## src/rtl/wb_fifo_pkg.sv

```systemverilog
// Shared types and sizing helpers for the Wishbone store-and-forward FIFO.
// Downstream FSM states plus level/depth width helpers.
package wb_fifo_pkg;

  typedef enum logic [1:0] {
    IDLE,
    REQ,
    WAIT_ACK
  } fsm_e;

  function automatic int lvl_w(input int aw);
    return aw + 1;
  endfunction

  function automatic int depth(input int aw);
    return 1 << aw;
  endfunction

endpackage

```

## src/rtl/fifo_addr_gen.sv

```systemverilog
// Wrapping FIFO pointer: advances by one on inc_i, wraps modulo 2**ADDR_WIDTH.
// Used twice by wb_fifo_param, once for the read and once for the write side.
module fifo_addr_gen
  import wb_fifo_pkg::*;
#(
  parameter int ADDR_WIDTH = 4
) (
  input  logic                  clk_i,
  input  logic                  rst_i,
  input  logic                  inc_i,
  output logic [ADDR_WIDTH-1:0] ptr_o
);

  always_ff @(posedge clk_i or posedge rst_i) begin
    if (rst_i) begin
      ptr_o <= '0;
    end else if (inc_i) begin
      ptr_o <= ptr_o + 1'b1;
    end
  end

endmodule

```

## src/rtl/wb_fifo_param.sv

```systemverilog
// Wishbone pipelined store-and-forward FIFO, one single-beat write per entry.
// Optional high-water mark tracking when WB_FIFO_PEAK_EN is defined.
module wb_fifo_param
  import wb_fifo_pkg::*;
#(
  parameter int DATA_WIDTH    = 8,
  parameter int ADDR_WIDTH    = 4,
  parameter int AFULL_THRESH  = (1 << ADDR_WIDTH) - 2,
  parameter int AEMPTY_THRESH = 2
) (
  input  logic                  clk_i,
  input  logic                  rst_i,
  input  logic                  s_cyc_i,
  input  logic                  s_stb_i,
  input  logic                  s_we_i,
  input  logic [DATA_WIDTH-1:0] s_dat_i,
  output logic                  s_ack_o,
  output logic                  s_stall_o,
  output logic                  m_cyc_o,
  output logic                  m_stb_o,
  output logic                  m_we_o,
  output logic [DATA_WIDTH-1:0] m_dat_o,
  input  logic                  m_ack_i,
  input  logic                  m_stall_i,
  output logic [ADDR_WIDTH:0]   level_o,
  output logic                  almost_full_o,
  output logic                  almost_empty_o,
  input  logic                  peak_clr_i,
  output logic [ADDR_WIDTH:0]   peak_o
);

  localparam int DEPTH = depth(ADDR_WIDTH);
  localparam int LW    = lvl_w(ADDR_WIDTH);

  typedef logic [LW-1:0] lvl_t;

  logic [DATA_WIDTH-1:0] mem [DEPTH];
  logic [ADDR_WIDTH-1:0] wr_ptr;
  logic [ADDR_WIDTH-1:0] rd_ptr;
  lvl_t                  level;
  fsm_e                  state;
  fsm_e                  state_nxt;
  logic                  full;
  logic                  empty;
  logic                  s_req;
  logic                  push;
  logic                  pop;

  assign full  = (level == lvl_t'(DEPTH));
  assign empty = (level == '0);
  assign s_req = s_cyc_i & s_stb_i & ~full;
  assign push  = s_req & s_we_i;
  assign pop   = (state == WAIT_ACK) & m_ack_i;

  assign s_stall_o      = full;
  assign level_o        = level;
  assign almost_full_o  = (level >= lvl_t'(AFULL_THRESH));
  assign almost_empty_o = (level <= lvl_t'(AEMPTY_THRESH));
  assign m_we_o         = 1'b1;
  assign m_dat_o        = mem[rd_ptr];

  fifo_addr_gen #(
    .ADDR_WIDTH(ADDR_WIDTH)
  ) u_wr_ptr (
    .clk_i(clk_i),
    .rst_i(rst_i),
    .inc_i(push),
    .ptr_o(wr_ptr)
  );

  fifo_addr_gen #(
    .ADDR_WIDTH(ADDR_WIDTH)
  ) u_rd_ptr (
    .clk_i(clk_i),
    .rst_i(rst_i),
    .inc_i(pop),
    .ptr_o(rd_ptr)
  );

  // Contents need no reset; level gates every read.
  always_ff @(posedge clk_i) begin
    if (push) begin
      mem[wr_ptr] <= s_dat_i;
    end
  end

  always_ff @(posedge clk_i or posedge rst_i) begin
    if (rst_i) begin
      s_ack_o <= 1'b0;
    end else begin
      s_ack_o <= s_req;
    end
  end

  always_ff @(posedge clk_i or posedge rst_i) begin
    if (rst_i) begin
      level <= '0;
    end else if (push && !pop) begin
      level <= level + 1'b1;
    end else if (pop && !push) begin
      level <= level - 1'b1;
    end
  end

  always_ff @(posedge clk_i or posedge rst_i) begin
    if (rst_i) begin
      state <= IDLE;
    end else begin
      state <= state_nxt;
    end
  end

  always_comb begin
    state_nxt = state;
    unique case (state)
      IDLE: begin
        if (!empty) state_nxt = REQ;
      end
      REQ: begin
        if (!m_stall_i) state_nxt = WAIT_ACK;
      end
      WAIT_ACK: begin
        if (m_ack_i) begin
          if (level > lvl_t'(1) || push) state_nxt = REQ;
          else                           state_nxt = IDLE;
        end
      end
      default: state_nxt = IDLE;
    endcase
  end

  always_comb begin
    m_cyc_o = 1'b0;
    m_stb_o = 1'b0;
    unique case (state)
      REQ: begin
        m_cyc_o = 1'b1;
        m_stb_o = 1'b1;
      end
      WAIT_ACK: begin
        m_cyc_o = 1'b1;
      end
      default: begin
        m_cyc_o = 1'b0;
        m_stb_o = 1'b0;
      end
    endcase
  end

`ifdef WB_FIFO_PEAK_EN
  lvl_t peak;

  // Clear reloads the current level rather than zero.
  always_ff @(posedge clk_i or posedge rst_i) begin
    if (rst_i) begin
      peak <= '0;
    end else if (peak_clr_i) begin
      peak <= level;
    end else if (level > peak) begin
      peak <= level;
    end
  end

  assign peak_o = peak;
`else
  logic unused_peak_clr;

  assign unused_peak_clr = peak_clr_i;
  assign peak_o          = '0;
`endif

endmodule
```

## config.mk

```make
export PLATFORM = sky130hd
export DESIGN_NAME = wb_fifo_param
export DESIGN_NICKNAME = d
export VERILOG_FILES = /design/src/rtl/wb_fifo_pkg.sv /design/src/rtl/fifo_addr_gen.sv /design/src/rtl/wb_fifo_param.sv
export SDC_FILE = /design/constraint.sdc
export NUM_CORES = 1
export LEC_CHECK = 0
export CORE_MARGIN = 5
export CORE_UTILIZATION = 25
export DETAILED_ROUTE_END_ITERATION = 16
export PLACE_DENSITY = 0.45
export SLEW_MARGIN = 5
export SYNTH_ARGS = -nofsm -noshare
export SYNTH_HDL_FRONTEND = slang
export SYNTH_SLANG_ARGS = --single-unit
```

## constraint.sdc

```tcl
create_clock -name clk_i -period 2.25 [get_ports clk_i]
set_input_delay 0.3375 -clock clk_i [delete_from_list [all_inputs] [get_ports clk_i]]
set_output_delay 0.3375 -clock clk_i [all_outputs]
set_load 0.01 [all_outputs]
```

After elaboration in Yosys (flattened, before gate mapping) --
Memory sizes are Yosys's and may differ from the RTL's. Cells that the tools add are included.
Cells by class: add/sub/neg operators 4, order comparisons 3, eq/ne operators 6, multiplexer cells 11, bitwise operators 5, reduce and logical (&&, ||, !) cells 10
Operator list (number):
- 2-to-1 mux 5 bit | 2
- adder 4 x 1 -> 4 bit, second input constant | 2
- 2-to-1 mux 2 bit | 3
- != test 2 bit, second input constant | 3
- case mux 2 bit (3 select lines) | 1
- adder 5 x 1 -> 5 bit, second input constant | 1
- equality test 5 bit, second input constant | 1
- greater-or-equal comparator 5 x 4 -> 1 bit, second input constant | 1
- greater-than comparator 5 x 1 -> 1 bit, second input constant | 1
- less-or-equal comparator 5 x 2 -> 1 bit, second input constant | 1
- logical NOT 5 bit | 1
- 2-to-1 mux 1 bit | 5
- subtractor 5 x 1 -> 5 bit, second input constant | 1
- AND 1 bit | 4
- AND reduction 3 bit | 1
- equality test 2 x 1 -> 1 bit, second input constant | 1
- equality test 2 bit, second input constant | 1
- logical AND 1 bit | 2
- logical NOT 1 bit | 2
- logical NOT 2 bit | 1
- nonzero test 2 bit | 1
- OR reduction 2 bit | 1
- logical OR 1 bit | 1
- inverter 1 bit | 1
Word-level totals: flip-flop bits (word level) 16, bits in writable memories 128, input bits 16, output and inout bits 25, word-level logic and storage cells 45, memories kept 1
Memory list:
- mem | words 16, width 8, read ports 1, clocked after memory_dff 0, wr ports 1, line wb_fifo_param.sv:37 | logic [DATA_WIDTH-1:0] mem [DEPTH];

Longest topological paths before layout --
depth after elaboration 8, depth in mapped cells 9

By module --
A second synthesis with hierarchy kept.
Unflattened totals: cell total of the unflattened synthesis 312, area, all modules 5873.1 sq um
Modules (own cells, without submodules):
- wb_fifo_param | times used 1, cells an instance 288, area each 5545.3 sq um
- fifo_addr_gen | times used 2, cells an instance 12, area each 163.9 sq um

Worst setup path after synthesis --
No wires, ideal clock.
path type flip-flop to flip-flop, from register level[0] (netlist: level_o[0]), to register level[4] (netlist: level_o[4]), data arrival time 2.244 ns, path slack -0.074 ns, stages on the path, launching flop included 10, path buffers 1, clock period less this slack 2.324 ns, cells stage by stage dfrtp_1 inv_1 ha_1 and4bb_4 nor3b_4 buf_6 ha_1 or4b_1 a21oi_1 xor2_1
On the way: longest elaborated chain between the ends 7, elaborated cells between the ends (all ways) 12, classes of those cells add/sub (2); eq/ne (1); mux (2); bitwise (3); reduce/logical (4)
Ends and longest elaborated chain:
- from (decl) | line wb_fifo_param.sv:40 | lvl_t level;
- from (signal assigned) | line wb_fifo_param.sv:99 | level <= level + 1'b1;
- from (signal assigned) | line wb_fifo_param.sv:101 | level <= level - 1'b1;
- equality test 5 bit * | line wb_fifo_param.sv:49 | assign full = (level == lvl_t'(DEPTH));
- via s_stall_o | line wb_fifo_param.sv:18 | output logic s_stall_o,
- inverter 1 bit * | line wb_fifo_param.sv:51 | assign s_req = s_cyc_i & s_stb_i & ~full;
- AND 1 bit * | line wb_fifo_param.sv:51
- AND 1 bit * | line wb_fifo_param.sv:52 | assign push = s_req & s_we_i;
- via push | line wb_fifo_param.sv:46 | logic push;
- logical NOT 1 bit | line wb_fifo_param.sv:100 | end else if (pop && !push) begin
- logical AND 1 bit | line wb_fifo_param.sv:100
- nonzero test 2 bit (no line)
The timed path passes the listed nets; every way through them passes the cells marked *. The select of a mux whose other input is x is not followed. A chain may end at the register's enable or synchronous reset.

Worst setup path in the final report --
from register u_rd_ptr.ptr_o[0], to output port m_dat_o[5]
On the way: longest elaborated chain between the ends 1
Ends and longest elaborated chain:
- from (decl) | line fifo_addr_gen.sv:11 | output logic [ADDR_WIDTH-1:0] ptr_o
- from (signal assigned) | line fifo_addr_gen.sv:18 | ptr_o <= ptr_o + 1'b1;
- memory read (16 x 8 bit)
- to (decl) | line wb_fifo_param.sv:22 | output logic [DATA_WIDTH-1:0] m_dat_o,
Every way passes these cells.

==> reports/summary.json <==
{
  "run_status": {
    "outcome": "finished with violations",
    "violations_in_the_final_reports": "negative setup slack"
  },
  "sta": {
    "achievable-frequency_mhz": 413,
    "rsz_0062_raised_after_global_routing": "true",
    "max_slew_violation_count": 0,
    "final.setup.tns_ps": -1120,
    "finalCritPeriodShare": 1.08,
    "finalHoldViolCount": 0,
    "worstMarginPinSlew_ps": 688,
    "setup_viol": 8,
    "min_period_ps": 2420,
    "holdWs_ps": 339,
    "slew_headroom": 0.541,
    "fin_worst_skew_ps": 6.43,
    "timing.final.ws_setup_ps": -169
  },
  "routing": {
    "met1Wirelength_mm": 5.82,
    "initialDrtViolationCount": 181,
    "totalWireLength_mm": 12.6,
    "top_layer": "met4",
    "routedWlPerCell_um": 16.1,
    "post_drt_via_cell_ratio": 4.16,
    "met2_length_mm": 6.48,
    "route.vias.total": 3264,
    "drc_errors_left": 0,
    "drt_pass1_iterations": 4,
    "route.antenna.remaining_nets": 0,
    "met3RoutedLength_um": 210
  },
  "floorplanning": {
    "io_pins": 41,
    "floorplan.core_area_um2": 24100,
    "num_rows": 57,
    "chipHeight_um": 166,
    "die_w_um": 166,
    "initial_core_util": 0.252,
    "design.die.area_um2": 27500
  },
  "place": {
    "postPlaceCellArea_um2": 7220,
    "globalplace.congestion": 0.689,
    "dpl_worst_slack_ps": -153,
    "hpwl_mm": 8.58,
    "placement.io_buffers": 33,
    "numPlacedInstances": 733
  },
  "final_layout": {
    "layout.cell_area.non_filler_um2": 8170,
    "nets": 479,
    "antenna_cells": 0,
    "fin_util": 0.339,
    "layoutNonFillerInstCount": 785,
    "post_route_cells_drive_above_1_share": 0.354,
    "syn2layout_area_growth_pct": 34.4
  },
  "critical_path": {
    "rrSetupSlack_ps": 120,
    "crit_start": "u_rd_ptr.ptr_o[0]$_DFFE_PP0P_",
    "worst_path_most_repeated_cell": "buf_6",
    "startpoint_type": "register",
    "regToRegEndpoint": "level_o[4]$_DFFE_PP0P_",
    "endpoint_kind": "output pin",
    "crit_chain": "buf_12, buf_6, mux4_2, a22oi_2, nand2_2, buf_6",
    "cp.arrival_ps": 2080,
    "r2r_start": "level_o[1]$_DFFE_PP0P_",
    "critical_path.max_fanout": 8,
    "cp_data_required_time_ps": 1910,
    "max_stage_delay_ps": 520,
    "register_to_register_path_depth": 8,
    "crit_type": "reg -> out",
    "critical-path-slowest-cell": "mux4_2"
  },
  "synthesis": {
    "synth-seq-area-share": 0.698,
    "ys_seq_elements": 144,
    "synth_enable_flop_cells": 128,
    "syn-mean-instance-area_um2": 17.3,
    "synth_most_common_cell": "edfxtp_1",
    "async_flop_share": 0.111,
    "synthesis.yosys.warnings": 0,
    "ys_dominant_reg_cell": "edfxtp_1",
    "synthDominantAreaCellType": "edfxtp_1",
    "yosys-top-cells-area": "edfxtp_1, dfrtp_1, mux4_2, mux2i_1, ha_1",
    "synthDominantCellAreaShare": 0.632,
    "synth_commonest_cells": "edfxtp_1, mux2i_1, dfrtp_1, mux4_2",
    "synthesis.area_um2": 6080,
    "netlist-cell-type-count": 37,
    "post_synth_inst_count": 351
  },
  "cts": {
    "tritoncts": "yes",
    "cts.sink_count": 144,
    "clkTransAtPathRegs_ps": 60,
    "cts.htree.levels": 4,
    "clkLatencyLatePin_ps": 400,
    "root_buffer": "clkbuf_16",
    "cts-buffers-inserted": 17,
    "ctsLongestPathBuffers": 2
  },
  "pwr": {
    "power_per_cell_area_nw_per_um2": 1230,
    "leakagePower_nw": 2.91,
    "peak_supply_drop_mv": 0.669,
    "total_power_mw": 10.0
  },
  "global_route": {
    "global_route.overflow_total": 0,
    "grt_max_degree": 19,
    "number_of_antenna_violations_at_the_first_check_in_global_routing": 0,
    "number_of_global_route_vias_before_repair": 3509,
    "global_route.usage.total": 0.0957,
    "grt_first_pass_wirelength_mm": 20.4
  },
  "hold_path": {
    "worst_hold_class": "in -> async"
  },
  "flow_run": {
    "max_cap_viol_count": 0
  }
}
## what timing repair did
action / in CTS / in global routing
endpoints found under the hold margin: 0 / 0
setup endpoints to repair: 11 / 76
pin swaps: 14 / 21
buffers inserted: 17 / 5
gates resized for setup: 46 / 48
hold buffers: 0 / 0
gates cloned: 2 / 0
## routing by layer
layer	up-vias	track usage
li1	1560	-
met1	1670	0.123
met2	29	0.163
met3	5	0.0183
met4	0	0.0334
met5	-	0
## where the power goes
group          total [mW]  internal, mW  switching (mW)
combinational        3.97          2.07            1.90
sequential           3.29          3.11           0.175
clock                2.76          1.65            1.11
total                10.0          6.84            3.19
## area by class of cell
class                           instances  area, um2
Timing Repair Buffer                   95       1050
Inverter                               13       48.8
Fill cell                            2345      15900
Multi-Input combinational cell        177       1840
Sequential cell                       144       4250
Tap cell                              324        405
Clock buffer                           18        429
Clock inverter                         14        154
## layout by cell type (no fill, tap or decap), types with 12 or more instances in the layout
cell,instances
a221oi_2,14
and2_1,13
buf_12,18
buf_4,30
buf_6,15
clkbuf_16,17
clkdlybuf4s50_1,22
dfrtp_1,12
edfxtp_1,128
ha_1,14
mux2i_1,30
mux4_2,16
nand2_1,12
## sequential cells by signal, indices dropped and copies added, names as in the netlist
register	count
s_ack_o	1
mem	128
state	2
level_o	5
u_wr_ptr.ptr_o	4
u_rd_ptr.ptr_o	4
## critical path: cells and delay by family, from the launching register on
family	cells	cell delay [ps]
flops	1	460
compound gates	1	210
simple gates	1	100
buf+inv	3	390
mux	1	520
## how the worst max path moves through the flow
stage / to / slack [ps] / cells after the start
2_1_floorplan: level_o[4]$_DFFE_PP0P_ / 50 / 9
6_report: m_dat_o[5] / -170 / 6
5_1_grt: m_dat_o[5] / -260 / 6
3_3_place_gp: m_dat_o[1] / -170 / 5
4_1_cts: m_dat_o[5] / -390 / 7
3_5_place_dp: m_dat_o[1] / -150 / 5
## kinds of logic after synthesis
group                    share of synthesized area
AO/OA/AOI/OAI                               0.0539
AND/OR/NAND/NOR                             0.0498
adder cells (fa/ha/maj)                     0.0309
flip-flops                                   0.698
multiplexers                                 0.119
other                                      0.00124
XOR/XNOR                                    0.0158
buffers and inverters                       0.0315
Note: power is estimated with default switching activity, not from simulation.
